File: src/rtl/mat_fetch_responder_if.sv
// Request/response and BRAM read bundle between a row/column requester and mat_fetch_responder.
// Latency: none (signal bundle only).
// Backpressure: none; the requester watches busy, and requests made while busy are dropped.
// Ports: new_request/row_req/col_req/mat_dim (request), a_*/b_* (two BRAM read ports),
//        matA_row/matB_col/row_in/col_in/val_rows/busy (response).
// Modports: master = requester plus BRAM side, slave = responder.
interface mat_fetch_responder_if #(
  parameter int N      = 32,
  parameter int ELEM_W = 8,
  parameter int IDX_W  = 5,
  parameter int ADDR_W = 10
);
  logic                         new_request;
  logic [IDX_W-1:0]             row_req;
  logic [IDX_W-1:0]             col_req;
  logic [IDX_W:0]               mat_dim;
  logic [ADDR_W-1:0]            a_addr;
  logic                         a_rd_en;
  logic [ELEM_W-1:0]            a_data;
  logic [ADDR_W-1:0]            b_addr;
  logic                         b_rd_en;
  logic [ELEM_W-1:0]            b_data;
  logic [N-1:0][ELEM_W-1:0]     matA_row;
  logic [N-1:0][ELEM_W-1:0]     matB_col;
  logic [IDX_W-1:0]             row_in;
  logic [IDX_W-1:0]             col_in;
  logic                         val_rows;
  logic                         busy;

  modport master (
    output new_request, row_req, col_req, mat_dim, a_data, b_data,
    input  a_addr, a_rd_en, b_addr, b_rd_en, matA_row, matB_col,
           row_in, col_in, val_rows, busy
  );

  modport slave (
    input  new_request, row_req, col_req, mat_dim, a_data, b_data,
    output a_addr, a_rd_en, b_addr, b_rd_en, matA_row, matB_col,
           row_in, col_in, val_rows, busy
  );
endinterface

File: src/rtl/mat_fetch_responder.sv
// Fetches row of A and column of B from two BRAMs and returns them as packed vectors.
// Latency: val_rows fires D+READ_LATENCY+1 cycles after the accept cycle.
// Backpressure: none; new_request is accepted only in IDLE and is silently dropped while busy.
// Ports: clk_in, rst_in (async, active high); bus (slave modport) carries the request,
//        both BRAM read ports and the response vectors.
module mat_fetch_responder #(
  parameter int N            = 32,
  parameter int ELEM_W       = 8,
  parameter int IDX_W        = 5,
  parameter int ADDR_W       = 10,
  parameter int READ_LATENCY = 2
) (
  input  logic                  clk_in,
  input  logic                  rst_in,
  mat_fetch_responder_if.slave  bus
);

  typedef enum logic [1:0] {IDLE, ISSUE, DRAIN, DONE} state_t;

  localparam logic [IDX_W:0]    N_D = (IDX_W+1)'(N);
  localparam logic [ADDR_W-1:0] N_A = ADDR_W'(N);

  state_t                           state, state_nx;
  logic [IDX_W-1:0]                 row_q, col_q, k_cnt;
  logic [IDX_W:0]                   dim_q, dim_eff;
  logic [N-1:0][ELEM_W-1:0]         a_vec, b_vec;
  logic                             accept, issue, last_k, last_back;

  // Return-path tags: bit/entry i holds the read issued i+1 cycles ago, so the
  // top entry lines up with the BRAM data of the same cycle.
  logic [READ_LATENCY-1:0]             tag_vld, tag_last;
  logic [READ_LATENCY-1:0][IDX_W-1:0]  tag_idx;

  // Zero or oversize dimensions fall back to the full N.
  assign dim_eff   = (bus.mat_dim == '0 || bus.mat_dim > N_D) ? N_D : bus.mat_dim;
  assign accept    = (state == IDLE) && bus.new_request;
  assign issue     = (state == ISSUE);
  assign last_k    = ({1'b0, k_cnt} == dim_q - (IDX_W+1)'(1));
  assign last_back = tag_vld[READ_LATENCY-1] && tag_last[READ_LATENCY-1];

  always_ff @(posedge clk_in or posedge rst_in) begin
    if (rst_in) state <= IDLE;
    else        state <= state_nx;
  end

  always_comb begin
    state_nx = state;
    case (state)
      IDLE:    if (accept) state_nx = ISSUE;
      ISSUE:   if (last_k) state_nx = DRAIN;
      DRAIN:   if (last_back) state_nx = DONE;
      DONE:    state_nx = IDLE;
      default: state_nx = IDLE;
    endcase
  end

  always_ff @(posedge clk_in or posedge rst_in) begin
    if (rst_in) begin
      k_cnt <= '0;
      row_q <= '0;
      col_q <= '0;
      dim_q <= '0;
    end else if (accept) begin
      k_cnt <= '0;
      row_q <= bus.row_req;
      col_q <= bus.col_req;
      dim_q <= dim_eff;
    end else if (issue) begin
      k_cnt <= k_cnt + IDX_W'(1);
    end
  end

  always_ff @(posedge clk_in or posedge rst_in) begin
    if (rst_in) begin
      tag_vld  <= '0;
      tag_last <= '0;
      tag_idx  <= '0;
    end else begin
      tag_vld[0]  <= issue;
      tag_last[0] <= issue && last_k;
      tag_idx[0]  <= k_cnt;
      for (int i = 1; i < READ_LATENCY; i++) begin
        tag_vld[i]  <= tag_vld[i-1];
        tag_last[i] <= tag_last[i-1];
        tag_idx[i]  <= tag_idx[i-1];
      end
    end
  end

  // Vectors are cleared on accept so elements at or beyond D read back as zero.
  always_ff @(posedge clk_in or posedge rst_in) begin
    if (rst_in) begin
      a_vec <= '0;
      b_vec <= '0;
    end else if (accept) begin
      a_vec <= '0;
      b_vec <= '0;
    end else if (tag_vld[READ_LATENCY-1]) begin
      a_vec[tag_idx[READ_LATENCY-1]] <= bus.a_data;
      b_vec[tag_idx[READ_LATENCY-1]] <= bus.b_data;
    end
  end

  // Addresses are zero outside ISSUE so they sit at 0 in and after reset.
  assign bus.a_rd_en  = issue;
  assign bus.b_rd_en  = issue;
  assign bus.a_addr   = issue ? (ADDR_W'(row_q) * N_A + ADDR_W'(k_cnt)) : '0;
  assign bus.b_addr   = issue ? (ADDR_W'(k_cnt) * N_A + ADDR_W'(col_q)) : '0;
  assign bus.matA_row = a_vec;
  assign bus.matB_col = b_vec;
  assign bus.row_in   = row_q;
  assign bus.col_in   = col_q;
  assign bus.val_rows = (state == DONE);
  assign bus.busy     = (state != IDLE);

endmodule

File: src/flat_wrapper.sv
// flat-port wrapper written by rule: the top's interface ports become plain ports
module mat_fetch_responder_flat 
#(
  parameter int N            = 32,
  parameter int ELEM_W       = 8,
  parameter int IDX_W        = 5,
  parameter int ADDR_W       = 10,
  parameter int READ_LATENCY = 2
)
  (clk_in, rst_in, bus_new_request, bus_row_req, bus_col_req, bus_mat_dim, bus_a_data, bus_b_data, bus_a_addr, bus_a_rd_en, bus_b_addr, bus_b_rd_en, bus_matA_row, bus_matB_col, bus_row_in, bus_col_in, bus_val_rows, bus_busy);
  mat_fetch_responder_if #(.N(N), .ELEM_W(ELEM_W), .IDX_W(IDX_W), .ADDR_W(ADDR_W)) bus_i ();
  input  logic clk_in;
  input  logic rst_in;
  input wire logic [$bits(bus_i.new_request)-1:0] bus_new_request;
  input wire logic [$bits(bus_i.row_req)-1:0] bus_row_req;
  input wire logic [$bits(bus_i.col_req)-1:0] bus_col_req;
  input wire logic [$bits(bus_i.mat_dim)-1:0] bus_mat_dim;
  input wire logic [$bits(bus_i.a_data)-1:0] bus_a_data;
  input wire logic [$bits(bus_i.b_data)-1:0] bus_b_data;
  output wire logic [$bits(bus_i.a_addr)-1:0] bus_a_addr;
  output wire logic [$bits(bus_i.a_rd_en)-1:0] bus_a_rd_en;
  output wire logic [$bits(bus_i.b_addr)-1:0] bus_b_addr;
  output wire logic [$bits(bus_i.b_rd_en)-1:0] bus_b_rd_en;
  output wire logic [$bits(bus_i.matA_row)-1:0] bus_matA_row;
  output wire logic [$bits(bus_i.matB_col)-1:0] bus_matB_col;
  output wire logic [$bits(bus_i.row_in)-1:0] bus_row_in;
  output wire logic [$bits(bus_i.col_in)-1:0] bus_col_in;
  output wire logic [$bits(bus_i.val_rows)-1:0] bus_val_rows;
  output wire logic [$bits(bus_i.busy)-1:0] bus_busy;
  assign bus_i.new_request = bus_new_request;
  assign bus_i.row_req = bus_row_req;
  assign bus_i.col_req = bus_col_req;
  assign bus_i.mat_dim = bus_mat_dim;
  assign bus_i.a_data = bus_a_data;
  assign bus_i.b_data = bus_b_data;
  assign bus_a_addr = bus_i.a_addr;
  assign bus_a_rd_en = bus_i.a_rd_en;
  assign bus_b_addr = bus_i.b_addr;
  assign bus_b_rd_en = bus_i.b_rd_en;
  assign bus_matA_row = bus_i.matA_row;
  assign bus_matB_col = bus_i.matB_col;
  assign bus_row_in = bus_i.row_in;
  assign bus_col_in = bus_i.col_in;
  assign bus_val_rows = bus_i.val_rows;
  assign bus_busy = bus_i.busy;
  mat_fetch_responder #(.N(N), .ELEM_W(ELEM_W), .IDX_W(IDX_W), .ADDR_W(ADDR_W), .READ_LATENCY(READ_LATENCY)) u_core (.clk_in(clk_in), .rst_in(rst_in), .bus(bus_i));
endmodule
File: config.mk
export PLATFORM = sky130hd
export DESIGN_NAME = mat_fetch_responder_flat
export DESIGN_NICKNAME = d
export VERILOG_FILES = /design/src/rtl/mat_fetch_responder_if.sv /design/src/rtl/mat_fetch_responder.sv /design/src/flat_wrapper.sv
export SDC_FILE = /design/constraint.sdc
export NUM_CORES = 1
export LEC_CHECK = 0
export ABC_AREA = 0
export CAP_MARGIN = 25
export CELL_PAD_IN_SITES_DETAIL_PLACEMENT = 0
export CELL_PAD_IN_SITES_GLOBAL_PLACEMENT = 1
export CORE_MARGIN = 3
export CORE_UTILIZATION = 36
export DETAILED_ROUTE_END_ITERATION = 12
export PLACE_DENSITY = 0.78
export SLEW_MARGIN = 10
export SYNTH_ARGS = -nofsm -noshare
export SYNTH_HDL_FRONTEND = slang
export SYNTH_SLANG_ARGS = --single-unit
export TNS_END_PERCENT = 10
File: constraint.sdc
create_clock -name clk_in -period 24.6 [get_ports clk_in]
set_clock_uncertainty 0.1 [all_clocks]
set_input_delay 7.38 -clock clk_in [delete_from_list [all_inputs] [get_ports clk_in]]
set_output_delay 7.38 -clock clk_in [all_outputs]
set_load 0.005 [all_outputs]
# After elaboration in Yosys (flattened, before gate mapping)
# Cells that the tools add are included.
dict set report op_classes {
  addsub 4
  bitwise 0
  reduce_logical 11
  n_mux 17
  n_eq_ne 7
  n_shift 0
  n_mul 0
  order_cmp 3
  div_mod_pow 0
}
# op n
set op_table {}
lappend op_table {{256-bit 2-to-1 mux} 4}
lappend op_table {{256-bit bitwise mux} 2}
lappend op_table {{8-bit demux with 5-bit select} 1}
lappend op_table {{10-bit by 5-bit adder with 10-bit output} 2}
lappend op_table {{10-bit 2-to-1 mux} 2}
lappend op_table {{5-bit 2-to-1 mux} 2}
lappend op_table {{8-bit 2-to-1 mux} 1}
lappend op_table {{2-bit case mux with 4 select lines} 1}
lappend op_table {{5-bit by 6-bit equality test with 1-bit output} 1}
lappend op_table {{6-bit greater-than comparator, second input constant} 1}
lappend op_table {{6-bit zero test} 1}
lappend op_table {{5-bit by 6-bit < comparator with 1-bit output, second input constant} 1}
lappend op_table {{2-bit 2-to-1 mux} 3}
lappend op_table {{6-bit 2-to-1 mux} 1}
lappend op_table {{2-bit nonzero test} 3}
lappend op_table {{6-bit by 1-bit subtractor with 6-bit output, second input constant} 1}
lappend op_table {{5-bit by 1-bit adder with 5-bit output, second input constant} 1}
lappend op_table {{5-bit by 1-bit greater-or-equal comparator with 1-bit output, second input constant} 1}
lappend op_table {{2-bit equality test, second input constant} 2}
lappend op_table {{1-bit logical AND} 4}
lappend op_table {{2-bit by 1-bit inequality test with 1-bit output, second input constant} 2}
lappend op_table {{3-bit AND reduction} 1}
lappend op_table {{2-bit by 1-bit equality test with 1-bit output, second input constant} 1}
lappend op_table {{2-bit zero test} 1}
lappend op_table {{other kinds (2)} 2}
dict set report totals {
  ram_bits 0
  n_memories 0
  output_inout_bits 546
  regBits 549
  rom_bits 0
  latch_bits 0
  wordCells 115
  inputBits 35
}

# Depth between registers and ports, before layout
dict set report logic_depth {
  word_depth 7
  depth_mapped 8
}

# Worst setup path after synthesis
# OpenSTA, ideal clock, no wires.
dict set report synth_timing {
  path_kind {reg-to-output}
  start {register u_core.state[1]}
  end {output port bus_b_addr[5]}
  t_arrival_ns 1.301
  stages_incl_launch_ff 6
  slack_ns 15.819
  cell_sequence {dfrtp_1 > inv_1 > ha_1 > clkbuf_1 > and2_1 > buf_4}
}
dict set report synth_between {
  elab_chain_len 2
}
# item line
set synth_rtl {}
lappend synth_rtl {{from (decl)} mat_fetch_responder.sv:23} ;# state_t state, state_nx;
lappend synth_rtl {{from (signal assigned)} mat_fetch_responder.sv:43} ;# else state <= state_nx;
lappend synth_rtl {{2-bit by 1-bit equality test with 1-bit output} mat_fetch_responder.sv:37} ;# assign issue = (state == ISSUE);
lappend synth_rtl {{named net bus_a_rd_en} flat_wrapper.sv:21} ;# output wire logic [$bits(bus_i.a_rd_en)-1:0] bus_a_rd_en;
lappend synth_rtl {{10-bit 2-to-1 mux} mat_fetch_responder.sv:108} ;# assign bus.b_addr = issue ? (ADDR_W'(k_cnt) * N_A + ADDR_W'(col_q)) : '0;
lappend synth_rtl {{to (decl)} flat_wrapper.sv:22} ;# output wire logic [$bits(bus_i.b_addr)-1:0] bus_b_addr;
# The timed path passes the listed nets, and every way through them passes these cells.

==> reports/qor.json <==
{
  "drt-met1-wl": {"value": 34500, "unit": "um"},
  "fin_crit_sh": {"value": 41.6, "unit": "%"},
  "postCtsSetupBuffers": {"value": 0},
  "postSynthRegisterBits": {"value": 549},
  "worst_pin_slew": {"value": 1.14, "unit": "ns"},
  "max_cap_viols": {"value": 0},
  "drive_gt1_share": {"value": 5.65, "unit": "%"},
  "nNetsFinal": {"value": 3002},
  "path_clk_slew": {"value": 0.06, "unit": "ns"},
  "avgSynthCellArea": {"value": 9.03, "unit": "um2"},
  "reg2reg_setup_slack": {"value": 21.15, "unit": "ns"},
  "met3_length": {"value": 7730, "unit": "um"},
  "finalWorstSetupSlack": {"value": 14.36, "unit": "ns"},
  "die-area": {"value": 65400, "unit": "um2"},
  "synth_sequential_area_ratio": {"value": 61.2, "unit": "%"},
  "post_synth_instance_area": {"value": 22500, "unit": "um2"},
  "io_buffers": {"value": 580},
  "dr.max_layer_used": {"value": "met4"},
  "boundaryPins": {"value": 581},
  "yosysUniqueCellTypes": {"value": 44},
  "endpoint_kind": {"value": "async pin"},
  "initialDrtViolationCount": {"value": 1653},
  "power_per_cell_area": {"value": 89.6, "unit": "nW/um2"},
  "rows": {"value": 90},
  "worst_r2r_path_depth": {"value": 7},
  "grt_pass1_vias": {"value": 19648},
  "timing.setup.critical_path_class": {"value": "in2async"},
  "r2r-start": {"value": "u_core.state[1]"},
  "grt_pass1_wl": {"value": 131000, "unit": "um"},
  "dpl.hpwl": {"value": 58800, "unit": "um"},
  "finalHoldViolations": {"value": 0},
  "number_of_cells_produced_by_synthesis": {"value": 2487},
  "post-synth-top-area-fraction": {"value": 61.2, "unit": "%"},
  "wl_met2": {"value": 42700, "unit": "um"},
  "run_status": {"value": "completed"},
  "layout-area-overhead-vs-synth": {"value": 36.3, "unit": "%"},
  "cts_made_buffers": {"value": 57},
  "startpoint_type": {"value": "input port"},
  "timing.hold.worst.class": {"value": "reg2reg"},
  "totalPowerFinal": {"value": 2.74, "unit": "mW"},
  "pre_cts_slack": {"value": 13.26, "unit": "ns"},
  "fp.coreArea": {"value": 61000, "unit": "um2"},
  "most_area_consuming_cells_after_synthesis": {"value": "dfrtp_1 61%, nand2_1 18%, a21oi_1 11%, clkbuf_1 2.4%, nor2_4 0.90%"},
  "clock_path_buffers": {"value": 3},
  "critical_path_peak_fanout": {"value": 101},
  "grt_overflow_total": {"value": 0},
  "synth_fp_nets": {"value": 2529},
  "detail_route.vias_per_cell": {"value": 5.14},
  "setup-violations-final": {"value": 0},
  "static-leakage-power": {"value": 12.9, "unit": "nW"},
  "synth.cells.most_frequent": {"value": "1,098 x nand2_1, 549 x dfrtp_1, 514 x a21oi_1, 143 x clkbuf_1, 23 x buf_2"},
  "drcViolationCount": {"value": 0},
  "detail_route.wl_per_cell": {"value": 23.0, "unit": "um"},
  "crit_arrival": {"value": 10.91, "unit": "ns"},
  "timing.hold.worst_path_depth": {"value": 0},
  "die-width": {"value": 256, "unit": "um"},
  "cts_root_buffer_type": {"value": "clkbuf_16"},
  "endpoint_of_the_lowest_slack_register_to_register_path": {"value": "u_core.bus.matB_col[82]"},
  "drt-pass1-iter-count": {"value": 5},
  "initial_cell_density_of_the_core": {"value": 36.8, "unit": "%"},
  "endpoint_worst_hold": {"value": "u_core.tag_vld[1]"},
  "holdCritStartpoint": {"value": "u_core.tag_vld[0]"},
  "final_max_slew_viol_count": {"value": 0},
  "netlist.top_cell.by_area": {"value": "dfrtp_1"},
  "synthesis.yosys.warnings": {"value": 0},
  "grt_setup_unrepaired": {"value": "no"},
  "grt_antenna_before_repair": {"value": 0},
  "clock_tree.htree_level_count": {"value": 2},
  "drt.antenna.violating_nets": {"value": 0},
  "worstSetupStartpoint": {"value": "rst_in"},
  "insertedDiodeCount": {"value": 0},
  "largest_net_degree_at_the_start_of_global_routing": {"value": 175},
  "peakVddDrop": {"value": 57.6, "unit": "uV"},
  "synth-edff-count": {"value": 0},
  "fmax": {"value": 0.0976, "unit": "GHz"},
  "clk_latency": {"value": 0.60, "unit": "ns"},
  "setup_tns": {"value": 0, "unit": "ns"},
  "clkSinkCount": {"value": 549},
  "fp.dieH": {"value": 256, "unit": "um"},
  "post_cts.resized_instances": {"value": 0},
  "globalRouteTotalUtil": {"value": 26.3, "unit": "%"},
  "synth_flop_cell": {"value": "dfrtp_1"},
  "period_minus_slack": {"value": 10.25, "unit": "ns"},
  "cts-hold-fix-buffers": {"value": 0},
  "max-slew-margin-rel": {"value": 24.1, "unit": "%"},
  "utilization": {"value": 50.2, "unit": "%"},
  "gp_routability_congestion": {"value": 0.841},
  "cts_tree": {"value": "built"},
  "async_set_or_reset_flop_fraction_in_the_synthesized_netlist": {"value": 100, "unit": "%"},
  "routed_wirelength": {"value": 88100, "unit": "um"},
  "critPathRequiredTime": {"value": 25.26, "unit": "ns"},
  "num_vias": {"value": 19730},
  "yosys.cell_count.top_type": {"value": "nand2_1"}
}
==> cells in the final DEF, fill, tap and decap left out, drive strengths merged, types with 3 or more instances in the layout <==
| cell | count |
|---|---|
| nand2 | 1098 |
| clkdlybuf4s50 | 564 |
| dfrtp | 549 |
| a21oi | 514 |
| clkbuf | 88 |
| nor2 | 40 |
| buf | 39 |
| and2 | 16 |
| clkinv | 11 |
| nand3b | 11 |
| inv | 10 |
| xor2 | 7 |
| ha | 7 |
| and3b | 5 |
| o21ai | 5 |
| nor3b | 5 |
| bufinv | 4 |
| or3b | 4 |
| nand3 | 4 |
| xnor2 | 3 |
| mux2i | 3 |
==> registers in the layout, summed over array words and instances, names as in the netlist <==
name,cells
u_core.bus.matA_row,256
u_core.tag_vld,2
u_core.state,2
u_core.bus.row_in,5
u_core.k_cnt,5
u_core.dim_q,6
u_core.bus.matB_col,256
u_core.bus.col_in,5
u_core.tag_last,2
u_core.tag_idx,10
==> worst max-delay path: stages <==
cell	delay, ns
clkdlybuf4s50_1	0.50
inv_8	0.48
buf_4	0.84
buf_4	0.75
buf_4	0.49
buf_16	0.30
==> where the power goes <==
part	switching, mW	leakage [nW]	internal (mW)
clock network	0.370	0.924	0.505
logic	0.364	4.38	0.343
registers	0.120	7.57	1.04
total	0.854	12.9	1.89
==> worst max-delay path by stage <==
stage | slack (ns) | to | cells past startpoint
2_1_floorplan | 1.77 | u_core.bus.col_in[0] | 1
3_3_place_gp | 13.35 | u_core.bus.matB_col[250] | 5
3_5_place_dp | 13.26 | u_core.bus.matB_col[250] | 5
4_1_cts | 13.91 | u_core.bus.matB_col[252] | 5
5_1_grt | 13.89 | u_core.bus.matB_col[12] | 6
6_report | 14.36 | u_core.bus.matB_col[1] | 6
==> metrics by stage <==
stage | instances | instance area [um2] | hold slack [ns]
6_report | 3835 | 30600 | 0.246
2_1_floorplan | 2487 | 22500 | 0.231
3_5_place_dp | 3723 | 28600 | 0.239
3_3_place_gp | 3716 | 28500 | 0.233
4_1_cts | 3829 | 30500 | 0.250
5_1_grt | 3835 | 30600 | 0.256
==> kinds of logic after synthesis <==
family | count (synthesis) | share of synthesized area [%]
simple gates | 1194 | 22.1
flops | 549 | 61.2
compound gates | 527 | 11.8
buf+inv | 196 | 3.87
xor+xnor | 10 | 0.390
fa+ha+maj | 7 | 0.390
mux | 4 | 0.184
==> cell type report <==
cell class	instances	area, um2
fillers	5662	30400
flip-flops and latches	549	13700
multi-input cells	1742	7850
repair buffers	603	6080
clock buffers	88	1650
well taps	828	1040
clock inverters	18	224
inverters	7	33.8
==> layer usage <==
metal	vias up	track usage, %
met5	-	0
met2	870	44.2
li1	8914	-
met3	162	7.58
met4	0	8.95
met1	9784	32.5
(Power assumes the default switching activity.)
